==> src/rtl/mc_ctrl_if.sv <==
// Control-unit bus: instruction/data memory handshakes, ALU/PC/regfile controls and status.
interface mc_ctrl_if #(
    parameter int unsigned RETIRE_W = 32
);
    logic [31:0]         imem_rdata;
    logic                imem_ready;
    logic                imem_req;
    logic                dmem_ready;
    logic                dmem_req;
    logic                dmem_we;
    logic                alu_zero;
    logic [4:0]          aluc;
    logic [1:0]          a_sel;
    logic [1:0]          b_sel;
    logic                pc_we;
    logic [1:0]          pc_sel;
    logic                reg_we;
    logic [1:0]          dst_sel;
    logic [1:0]          wb_sel;
    logic [31:0]         ir;
    logic [2:0]          state;
    logic                illegal;
    logic [RETIRE_W-1:0] retired;

    // Controller side
    modport master (
        input  imem_rdata, imem_ready, dmem_ready, alu_zero,
        output imem_req, dmem_req, dmem_we, aluc, a_sel, b_sel, pc_we, pc_sel,
               reg_we, dst_sel, wb_sel, ir, state, illegal, retired
    );

    // Datapath / memory side
    modport slave (
        output imem_rdata, imem_ready, dmem_ready, alu_zero,
        input  imem_req, dmem_req, dmem_we, aluc, a_sel, b_sel, pc_we, pc_sel,
               reg_we, dst_sel, wb_sel, ir, state, illegal, retired
    );
endinterface

==> src/rtl/mc_ctrl_fsm.sv <==
// Multi-cycle IF/ID/EX/MEM/WB controller for the 31-instruction MIPS core.
// Latches the instruction, decodes it to an ALU code and drives PC/regfile/memory strobes.
module mc_ctrl_fsm #(
    parameter int unsigned RETIRE_W = 32
) (
    input  logic       clk,
    input  logic       rst,
    mc_ctrl_if.master  bus
);
    typedef enum logic [2:0] {
        S_IF = 3'd0, S_ID = 3'd1, S_EX = 3'd2, S_MEM = 3'd3, S_WB = 3'd4
    } state_e;

    typedef enum logic [4:0] {
        OP_ADD, OP_ADDU, OP_SUB, OP_SUBU, OP_AND, OP_OR, OP_XOR, OP_NOR,
        OP_SLT, OP_SLTU, OP_SLL, OP_SRL, OP_SRA, OP_SLLV, OP_SRLV, OP_SRAV,
        OP_JR, OP_ADDI, OP_ADDIU, OP_ANDI, OP_ORI, OP_XORI, OP_LW, OP_SW,
        OP_BEQ, OP_BNE, OP_SLTI, OP_SLTIU, OP_LUI, OP_J, OP_JAL
    } alu_op_e;

    state_e              state_q, state_d;
    logic [31:0]         ir_q, ir_d;
    logic [RETIRE_W-1:0] retired_q, retired_d;

    logic [5:0] opcode, funct;
    logic       is_rtype, dec_valid;
    alu_op_e    op_dec;
    logic [1:0] alu_a, alu_b;

    logic       imem_req, dmem_req, dmem_we, pc_we, reg_we, illegal;
    logic [4:0] aluc;
    logic [1:0] a_sel, b_sel, pc_sel, dst_sel, wb_sel;

    assign opcode   = ir_q[31:26];
    assign funct    = ir_q[5:0];
    assign is_rtype = (opcode == 6'b000000);

    // Instruction decode from the latched word
    always_comb begin
        dec_valid = 1'b1;
        op_dec    = OP_ADD;
        if (is_rtype) begin
            case (funct)
                6'b100000: op_dec = OP_ADD;
                6'b100001: op_dec = OP_ADDU;
                6'b100010: op_dec = OP_SUB;
                6'b100011: op_dec = OP_SUBU;
                6'b100100: op_dec = OP_AND;
                6'b100101: op_dec = OP_OR;
                6'b100110: op_dec = OP_XOR;
                6'b100111: op_dec = OP_NOR;
                6'b101010: op_dec = OP_SLT;
                6'b101011: op_dec = OP_SLTU;
                6'b000000: op_dec = OP_SLL;
                6'b000010: op_dec = OP_SRL;
                6'b000011: op_dec = OP_SRA;
                6'b000100: op_dec = OP_SLLV;
                6'b000110: op_dec = OP_SRLV;
                6'b000111: op_dec = OP_SRAV;
                6'b001000: op_dec = OP_JR;
                default:   dec_valid = 1'b0;
            endcase
        end else begin
            case (opcode)
                6'b001000: op_dec = OP_ADDI;
                6'b001001: op_dec = OP_ADDIU;
                6'b001100: op_dec = OP_ANDI;
                6'b001101: op_dec = OP_ORI;
                6'b001110: op_dec = OP_XORI;
                6'b100011: op_dec = OP_LW;
                6'b101011: op_dec = OP_SW;
                6'b000100: op_dec = OP_BEQ;
                6'b000101: op_dec = OP_BNE;
                6'b001010: op_dec = OP_SLTI;
                6'b001011: op_dec = OP_SLTIU;
                6'b001111: op_dec = OP_LUI;
                6'b000010: op_dec = OP_J;
                6'b000011: op_dec = OP_JAL;
                default:   dec_valid = 1'b0;
            endcase
        end
    end

    // ALU operand selects, held constant while the instruction is in EX/MEM/WB
    always_comb begin
        alu_a = 2'd0;
        alu_b = 2'd0;
        if (op_dec inside {OP_SLL, OP_SRL, OP_SRA})
            alu_a = 2'd1;
        if (op_dec inside {OP_ADDI, OP_ADDIU, OP_SLTI, OP_SLTIU, OP_LW, OP_SW})
            alu_b = 2'd1;
        else if (op_dec inside {OP_ANDI, OP_ORI, OP_XORI, OP_LUI})
            alu_b = 2'd2;
    end

    // Next-state and control outputs
    always_comb begin
        state_d   = state_q;
        ir_d      = ir_q;
        retired_d = retired_q;
        imem_req  = 1'b0;
        dmem_req  = 1'b0;
        dmem_we   = 1'b0;
        pc_we     = 1'b0;
        reg_we    = 1'b0;
        illegal   = 1'b0;
        aluc      = 5'd0;
        a_sel     = 2'd0;
        b_sel     = 2'd0;
        pc_sel    = 2'd0;
        dst_sel   = 2'd0;
        wb_sel    = 2'd0;

        case (state_q)
            S_IF: begin
                imem_req = 1'b1;
                if (bus.imem_ready) begin
                    ir_d    = bus.imem_rdata;
                    pc_we   = 1'b1;
                    state_d = S_ID;
                end
            end
            S_ID: begin
                if (!dec_valid) begin
                    illegal = 1'b1;
                    state_d = S_IF;
                end else begin
                    state_d = S_EX;
                end
            end
            S_EX: begin
                aluc  = op_dec;
                a_sel = alu_a;
                b_sel = alu_b;
                case (op_dec)
                    OP_BEQ, OP_BNE: begin
                        if ((op_dec == OP_BEQ) == bus.alu_zero) begin
                            pc_we  = 1'b1;
                            pc_sel = 2'd1;
                        end
                        state_d = S_IF;
                    end
                    OP_J: begin
                        pc_we   = 1'b1;
                        pc_sel  = 2'd2;
                        state_d = S_IF;
                    end
                    OP_JR: begin
                        pc_we   = 1'b1;
                        pc_sel  = 2'd3;
                        state_d = S_IF;
                    end
                    OP_JAL: begin
                        pc_we   = 1'b1;
                        pc_sel  = 2'd2;
                        reg_we  = 1'b1;
                        dst_sel = 2'd2;
                        wb_sel  = 2'd2;
                        state_d = S_IF;
                    end
                    OP_LW, OP_SW: state_d = S_MEM;
                    default:      state_d = S_WB;
                endcase
            end
            S_MEM: begin
                aluc     = op_dec;
                a_sel    = alu_a;
                b_sel    = alu_b;
                dmem_req = 1'b1;
                dmem_we  = (op_dec == OP_SW);
                if (bus.dmem_ready)
                    state_d = (op_dec == OP_SW) ? S_IF : S_WB;
            end
            S_WB: begin
                aluc    = op_dec;
                a_sel   = alu_a;
                b_sel   = alu_b;
                reg_we  = 1'b1;
                dst_sel = is_rtype ? 2'd0 : 2'd1;
                wb_sel  = (op_dec == OP_LW) ? 2'd1 : 2'd0;
                state_d = S_IF;
            end
            default: state_d = S_IF;
        endcase

        // Only a completed instruction counts; the illegal path exits from ID
        if ((state_q inside {S_EX, S_MEM, S_WB}) && (state_d == S_IF))
            retired_d = retired_q + RETIRE_W'(1);

        if (rst) begin
            imem_req = 1'b0;
            dmem_req = 1'b0;
            dmem_we  = 1'b0;
            pc_we    = 1'b0;
            reg_we   = 1'b0;
            illegal  = 1'b0;
            aluc     = 5'd0;
            a_sel    = 2'd0;
            b_sel    = 2'd0;
            pc_sel   = 2'd0;
            dst_sel  = 2'd0;
            wb_sel   = 2'd0;
        end
    end

    always_ff @(posedge clk or posedge rst) begin
        if (rst) begin
            state_q   <= S_IF;
            ir_q      <= 32'd0;
            retired_q <= '0;
        end else begin
            state_q   <= state_d;
            ir_q      <= ir_d;
            retired_q <= retired_d;
        end
    end

    assign bus.imem_req = imem_req;
    assign bus.dmem_req = dmem_req;
    assign bus.dmem_we  = dmem_we;
    assign bus.aluc     = aluc;
    assign bus.a_sel    = a_sel;
    assign bus.b_sel    = b_sel;
    assign bus.pc_we    = pc_we;
    assign bus.pc_sel   = pc_sel;
    assign bus.reg_we   = reg_we;
    assign bus.dst_sel  = dst_sel;
    assign bus.wb_sel   = wb_sel;
    assign bus.ir       = ir_q;
    assign bus.state    = state_q;
    assign bus.illegal  = illegal;
    assign bus.retired  = retired_q;
endmodule

==> src/flat_wrapper.sv <==
// flat-port wrapper written by rule: the top's interface ports become plain ports
module mc_ctrl_fsm_flat 
#(
    parameter int unsigned RETIRE_W = 32
)
  (clk, rst, bus_imem_rdata, bus_imem_ready, bus_dmem_ready, bus_alu_zero, bus_imem_req, bus_dmem_req, bus_dmem_we, bus_aluc, bus_a_sel, bus_b_sel, bus_pc_we, bus_pc_sel, bus_reg_we, bus_dst_sel, bus_wb_sel, bus_ir, bus_state, bus_illegal, bus_retired);
  mc_ctrl_if #(.RETIRE_W(RETIRE_W)) bus_i ();
  input  logic clk;
  input  logic rst;
  input wire logic [$bits(bus_i.imem_rdata)-1:0] bus_imem_rdata;
  input wire logic [$bits(bus_i.imem_ready)-1:0] bus_imem_ready;
  input wire logic [$bits(bus_i.dmem_ready)-1:0] bus_dmem_ready;
  input wire logic [$bits(bus_i.alu_zero)-1:0] bus_alu_zero;
  output wire logic [$bits(bus_i.imem_req)-1:0] bus_imem_req;
  output wire logic [$bits(bus_i.dmem_req)-1:0] bus_dmem_req;
  output wire logic [$bits(bus_i.dmem_we)-1:0] bus_dmem_we;
  output wire logic [$bits(bus_i.aluc)-1:0] bus_aluc;
  output wire logic [$bits(bus_i.a_sel)-1:0] bus_a_sel;
  output wire logic [$bits(bus_i.b_sel)-1:0] bus_b_sel;
  output wire logic [$bits(bus_i.pc_we)-1:0] bus_pc_we;
  output wire logic [$bits(bus_i.pc_sel)-1:0] bus_pc_sel;
  output wire logic [$bits(bus_i.reg_we)-1:0] bus_reg_we;
  output wire logic [$bits(bus_i.dst_sel)-1:0] bus_dst_sel;
  output wire logic [$bits(bus_i.wb_sel)-1:0] bus_wb_sel;
  output wire logic [$bits(bus_i.ir)-1:0] bus_ir;
  output wire logic [$bits(bus_i.state)-1:0] bus_state;
  output wire logic [$bits(bus_i.illegal)-1:0] bus_illegal;
  output wire logic [$bits(bus_i.retired)-1:0] bus_retired;
  assign bus_i.imem_rdata = bus_imem_rdata;
  assign bus_i.imem_ready = bus_imem_ready;
  assign bus_i.dmem_ready = bus_dmem_ready;
  assign bus_i.alu_zero = bus_alu_zero;
  assign bus_imem_req = bus_i.imem_req;
  assign bus_dmem_req = bus_i.dmem_req;
  assign bus_dmem_we = bus_i.dmem_we;
  assign bus_aluc = bus_i.aluc;
  assign bus_a_sel = bus_i.a_sel;
  assign bus_b_sel = bus_i.b_sel;
  assign bus_pc_we = bus_i.pc_we;
  assign bus_pc_sel = bus_i.pc_sel;
  assign bus_reg_we = bus_i.reg_we;
  assign bus_dst_sel = bus_i.dst_sel;
  assign bus_wb_sel = bus_i.wb_sel;
  assign bus_ir = bus_i.ir;
  assign bus_state = bus_i.state;
  assign bus_illegal = bus_i.illegal;
  assign bus_retired = bus_i.retired;
  mc_ctrl_fsm #(.RETIRE_W(RETIRE_W)) u_core (.clk(clk), .rst(rst), .bus(bus_i));
endmodule
==> config.mk <==
export PLATFORM = sky130hd
export DESIGN_NAME = mc_ctrl_fsm_flat
export DESIGN_NICKNAME = d
export VERILOG_FILES = /design/src/rtl/mc_ctrl_if.sv /design/src/rtl/mc_ctrl_fsm.sv /design/src/flat_wrapper.sv
export SDC_FILE = /design/constraint.sdc
export NUM_CORES = 1
export LEC_CHECK = 0
export CORE_MARGIN = 5
export CORE_UTILIZATION = 32
export CTS_CLUSTER_SIZE = 12
export DETAILED_ROUTE_END_ITERATION = 12
export PLACE_DENSITY_LB_ADDON = 0.3
export SYNTH_ARGS = -nofsm -noshare
export SYNTH_HDL_FRONTEND = slang
export SYNTH_SLANG_ARGS = --single-unit
export TNS_END_PERCENT = 20
==> constraint.sdc <==
create_clock -name clk -period 8.6 [get_ports clk]
set_clock_uncertainty 0.2 [all_clocks]
set_input_delay 1.72 -clock clk [delete_from_list [all_inputs] [get_ports clk]]
set_output_delay 1.72 -clock clk [all_outputs]
set_load 0.01 [all_outputs]
Word level (Yosys, flattened, before mapping)
Index checks and enable logic that the tools add are counted.
Word-level totals
  register bits: 67
  input port bits: 37
  output and inout port bits: 88
  word-level logic and storage cells: 124
Cells by class
  add/subtract/negate cells: 1
  eq/ne operators: 53
  multiplexer cells: 49
  reduce and logical (&&, ||, !) cells: 18
Operators by type and width (count)
  $pmux 5 s16: 1
  $eq 5x5->1 const B: 15
  $eq 6x6->1 const B: 12
  $pmux 5 s14: 1
  $eq 6x4->1 const B: 9
  $add 32x1->32 const B: 1
  $eq 6x3->1 const B: 5
  $eq 6x2->1 const B: 4
  $mux 1: 23
  $mux 2: 10
  $reduce_or 17->1: 1
  $eq 5x4->1 const B: 3
  $mux 5: 3
  $reduce_or 14->1: 1
  $logic_not 6->1: 2
  $pmux 3 s4: 1
  $mux 3: 3
  $pmux 2 s2: 2
  $eq 3x2->1 const B: 2
  $logic_not 3->1: 2
  $pmux 1 s2: 3
  $pmux 2 s3: 1
  $pmux 3 s2: 1
  $reduce_bool 3->1: 2
  other kinds (10): 13

Logic depth before layout (Yosys ltp)
  depth after elaboration: 9
  depth in mapped cells: 9
  gate-level depth less buffers: 6

Worst setup path before layout
OpenSTA, ideal clock, no wires.
  path type: input-to-output
  start point: in rst
  end point: out bus_b_sel[1]
  arrival: 4264 ps
  data required time: 6680 ps
  slack: 2416 ps
  stages on the path: 4
  buffers on the path: 0
  cell sequence: inv_1 o21ai_1 a2111oi_0 a41o_1
On the way
  word-level cells in the longest chain between the ends: 1
Ends and longest elaborated chain
  start: declaration: RTL line flat_wrapper.sv:9  | input logic rst;
  $mux 2: RTL line mc_ctrl_fsm.sv:190  | if (rst) begin
  end: declaration: RTL line flat_wrapper.sv:19  | output wire logic [$bits(bus_i.b_sel)-1:0] bus_b_sel;
Every way passes these cells.

Final worst setup path
  start point: in rst
  end point: out bus_dst_sel[1]
On the way
  word-level cells in the longest chain between the ends: 1
Ends and longest elaborated chain
  $mux 2: RTL line mc_ctrl_fsm.sv:190
  end: declaration: RTL line flat_wrapper.sv:23  | output wire logic [$bits(bus_i.dst_sel)-1:0] bus_dst_sel;
Every way passes these cells.

==> impl_metrics.ini <==
[status]
status = finished, final reports clean

[timing]
final-hold-violation-count = 0
finalCritPeriodShare = 0.654
max_freq_mhz = 178
maxSlewHeadroom = 0.409
finalSetupTns_ns = 0
setup_violations = 0
rsz0062_at_grt = no
maxSlewViolCount = 0
fin_ws_ns = 2.98
tightestPinTransition_ns = 0.886
final.min_clock_period_ns = 5.62
fin_hold_ws_ns = 0.285

[worst_setup_path]
worstPathRequired_ns = 6.68
cp.depth = 6
cp-end-kind = output port
crit_chain = clkdlybuf4s50_1 -> nor3_1 -> nand2_1 -> or3_1 -> nor3_1 -> clkdlybuf4s50_1
critPathArrivalTime_ns = 3.70
timing.rr.start = u_core.bus.ir[26]$_DFFE_PP0P_
cp_slowest_cell = clkdlybuf4s50_1
r2r_cells = 6
crit_start = rst
reg2reg_slack_ns = 5.73
start_kind = primary input
slowest_delay_ns = 0.58
crit_type = primary input to output port
cp.buffers_inverters = 2
crit_path_max_fanout = 6
cp-endpoint = bus_dst_sel[1]
path_delay_family = buffers and inverters
rr_endpoint = u_core.bus.retired[18]$_DFFE_PP0P_

[yosys]
syn_avg_cell_area_um2 = 9.93
yosys_warnings = 0
syn_area_um2 = 3670
syn-num-nets = 408
syn_inst = 370
synth_edf_count = 0
ys_seq_area_frac = 0.456
ys_types = 55
synth_ff_type = dfrtp_1
synthArstFlopShare = 1.00
ys_seq_elements = 67

[finish]
drive_gt1_frac = 0.117
fin_util = 0.466
final_cell_mix = clkdlybuf4s50_1 (123), dfrtp_1 (67), mux2_2 (30)
fin_nets = 521
seq_area_um2 = 1680
fill_cells = 1121
diodes = 0
layout_commonest_cell = clkdlybuf4s50_1
multi_input_area_um2 = 1860
stdcell_count = 631
design_area_um2 = 5280
area_delta_synth_final_pct = 43.6

[detailed_routing]
routedWlPerCell_um = 15.9
wl_mm = 10.1
antenna_left = 0
num_vias = 3288
first_iter_violations = 184
drt-vias-per-instance = 5.21
drc_errors = 0
firstDrtPassIters = 4

[power_and_ir_drop]
p_total_mw = 1.64
switching_share = 0.381
leakagePower_nw = 2.11
p_seq_frac = 0.338
p_int_mw = 1.02
ir_drop_uv = 156
p_clk_frac = 0.210
power_switching_mw = 0.627
combPwrFrac = 0.452
power_density_nw_per_um2 = 311

[placed_design]
io_buffer_count = 123
place_ws_ns = 2.99
hpwl_mm = 7.24
place_inst = 615
post_dp_cell_area_um2 = 4990
gp_congestion = 0.894

[global_routing]
grt_antenna_before_repair = 0
grt_pass1_vias = 3261
grt_use_total = 0.153
grt_max_degree = 68
gr-total-overflow = 0
grt_pass1_wl_mm = 16.5

[floorplan]
io-pin-count = 125
die_h_um = 117
initial_utilization = 0.324
coreArea_um2 = 11300
die_w_um = 117
die_area_um2 = 13700
num_rows = 39

[clocking]
clk_pin_slew_ns = 0.06
cts_tree = yes
ctsHtreeMaxLevel = 3
cts.sink_count = 67
clk_path_buf_depth = 2
hold_buffers = 0
cts_made_buffers = 9
clockRootBuffer = clkbuf_16
post_cts_buffers = 0
clock_latency_ns = 0.33
ctsResizeCount = 0

[hold_path]
hold_path.class = flop to flop

[flow_run]
maxCapViolations = 0
==> cell usage after synthesis (6+ instances only) <==
master     n  area share
dfrtp_1   67        0.46
mux2_2    30       0.092
nor2_1    26       0.027
nand2_1   25       0.026
nor3_1    21       0.029
xnor2_1   18       0.043
nand3_1   17       0.023
clkbuf_1  16       0.016
o21ai_0   16       0.022
xor2_1    14       0.033
nand4_1   12       0.020
inv_1      9      0.0092
nor2b_1    9       0.015
nand2b_1   8       0.014
nor4_1     6       0.010
==> routing by layer <==
metal / vias to the layer above / wire, µm / GRT usage
met4: 0 / 112 / 0.0482
li1: 1566 / - / -
met1: 1611 / 4500 / 0.205
met5: - / 0 / 0
met2: 101 / 4650 / 0.235
met3: 10 / 791 / 0.0519
==> power groups by stage <==
stage          clock [mW]  combinational [mW]  sequential [mW]
3_5_place_dp            0               0.745            0.559
2_1_floorplan           0               0.454            0.525
4_1_cts             0.357               0.748            0.555
6_report            0.345               0.743            0.555
5_1_grt             0.373               0.809            0.580
3_3_place_gp            0               0.737            0.554
==> area by class of cell <==
type                       instances  area share
inverter                           9     0.00640
tap                              143      0.0339
timing repair buffer             125       0.236
sequential                        67       0.318
multi-input combinational        271       0.352
clock buffer                      12      0.0486
clock inverter                     4     0.00474
==> kinds of logic after synthesis <==
| group | share of synthesized area |
|---|---|
| fa+ha+maj | 0.00341 |
| mux | 0.0947 |
| simple gates | 0.229 |
| other cells | 0.00102 |
| buf+inv | 0.0388 |
| compound gates | 0.0964 |
| xor+xnor | 0.0807 |
| flops | 0.456 |
==> state kept, by name, indices dropped and copies added, names as in the netlist <==
register,count
u_core.bus.ir,32
u_core.bus.retired,32
u_core.bus.state,3
==> how the worst min path moves through the flow <==
stage	startpoint	endpoint	slack [ns]	cells past startpoint
3_5_place_dp	u_core.bus.retired[9]$_DFFE_PP0P_	u_core.bus.retired[9]$_DFFE_PP0P_	0.27	1
6_report	u_core.bus.retired[31]$_DFFE_PP0P_	u_core.bus.retired[31]$_DFFE_PP0P_	0.29	1
4_1_cts	u_core.bus.retired[9]$_DFFE_PP0P_	u_core.bus.retired[9]$_DFFE_PP0P_	0.29	1
5_1_grt	u_core.bus.retired[9]$_DFFE_PP0P_	u_core.bus.retired[9]$_DFFE_PP0P_	0.32	1
2_1_floorplan	u_core.bus.retired[31]$_DFFE_PP0P_	u_core.bus.retired[31]$_DFFE_PP0P_	0.30	1
3_3_place_gp	u_core.bus.retired[9]$_DFFE_PP0P_	u_core.bus.retired[9]$_DFFE_PP0P_	0.27	1
No activity file was read; power rests on OpenSTA's default activity.
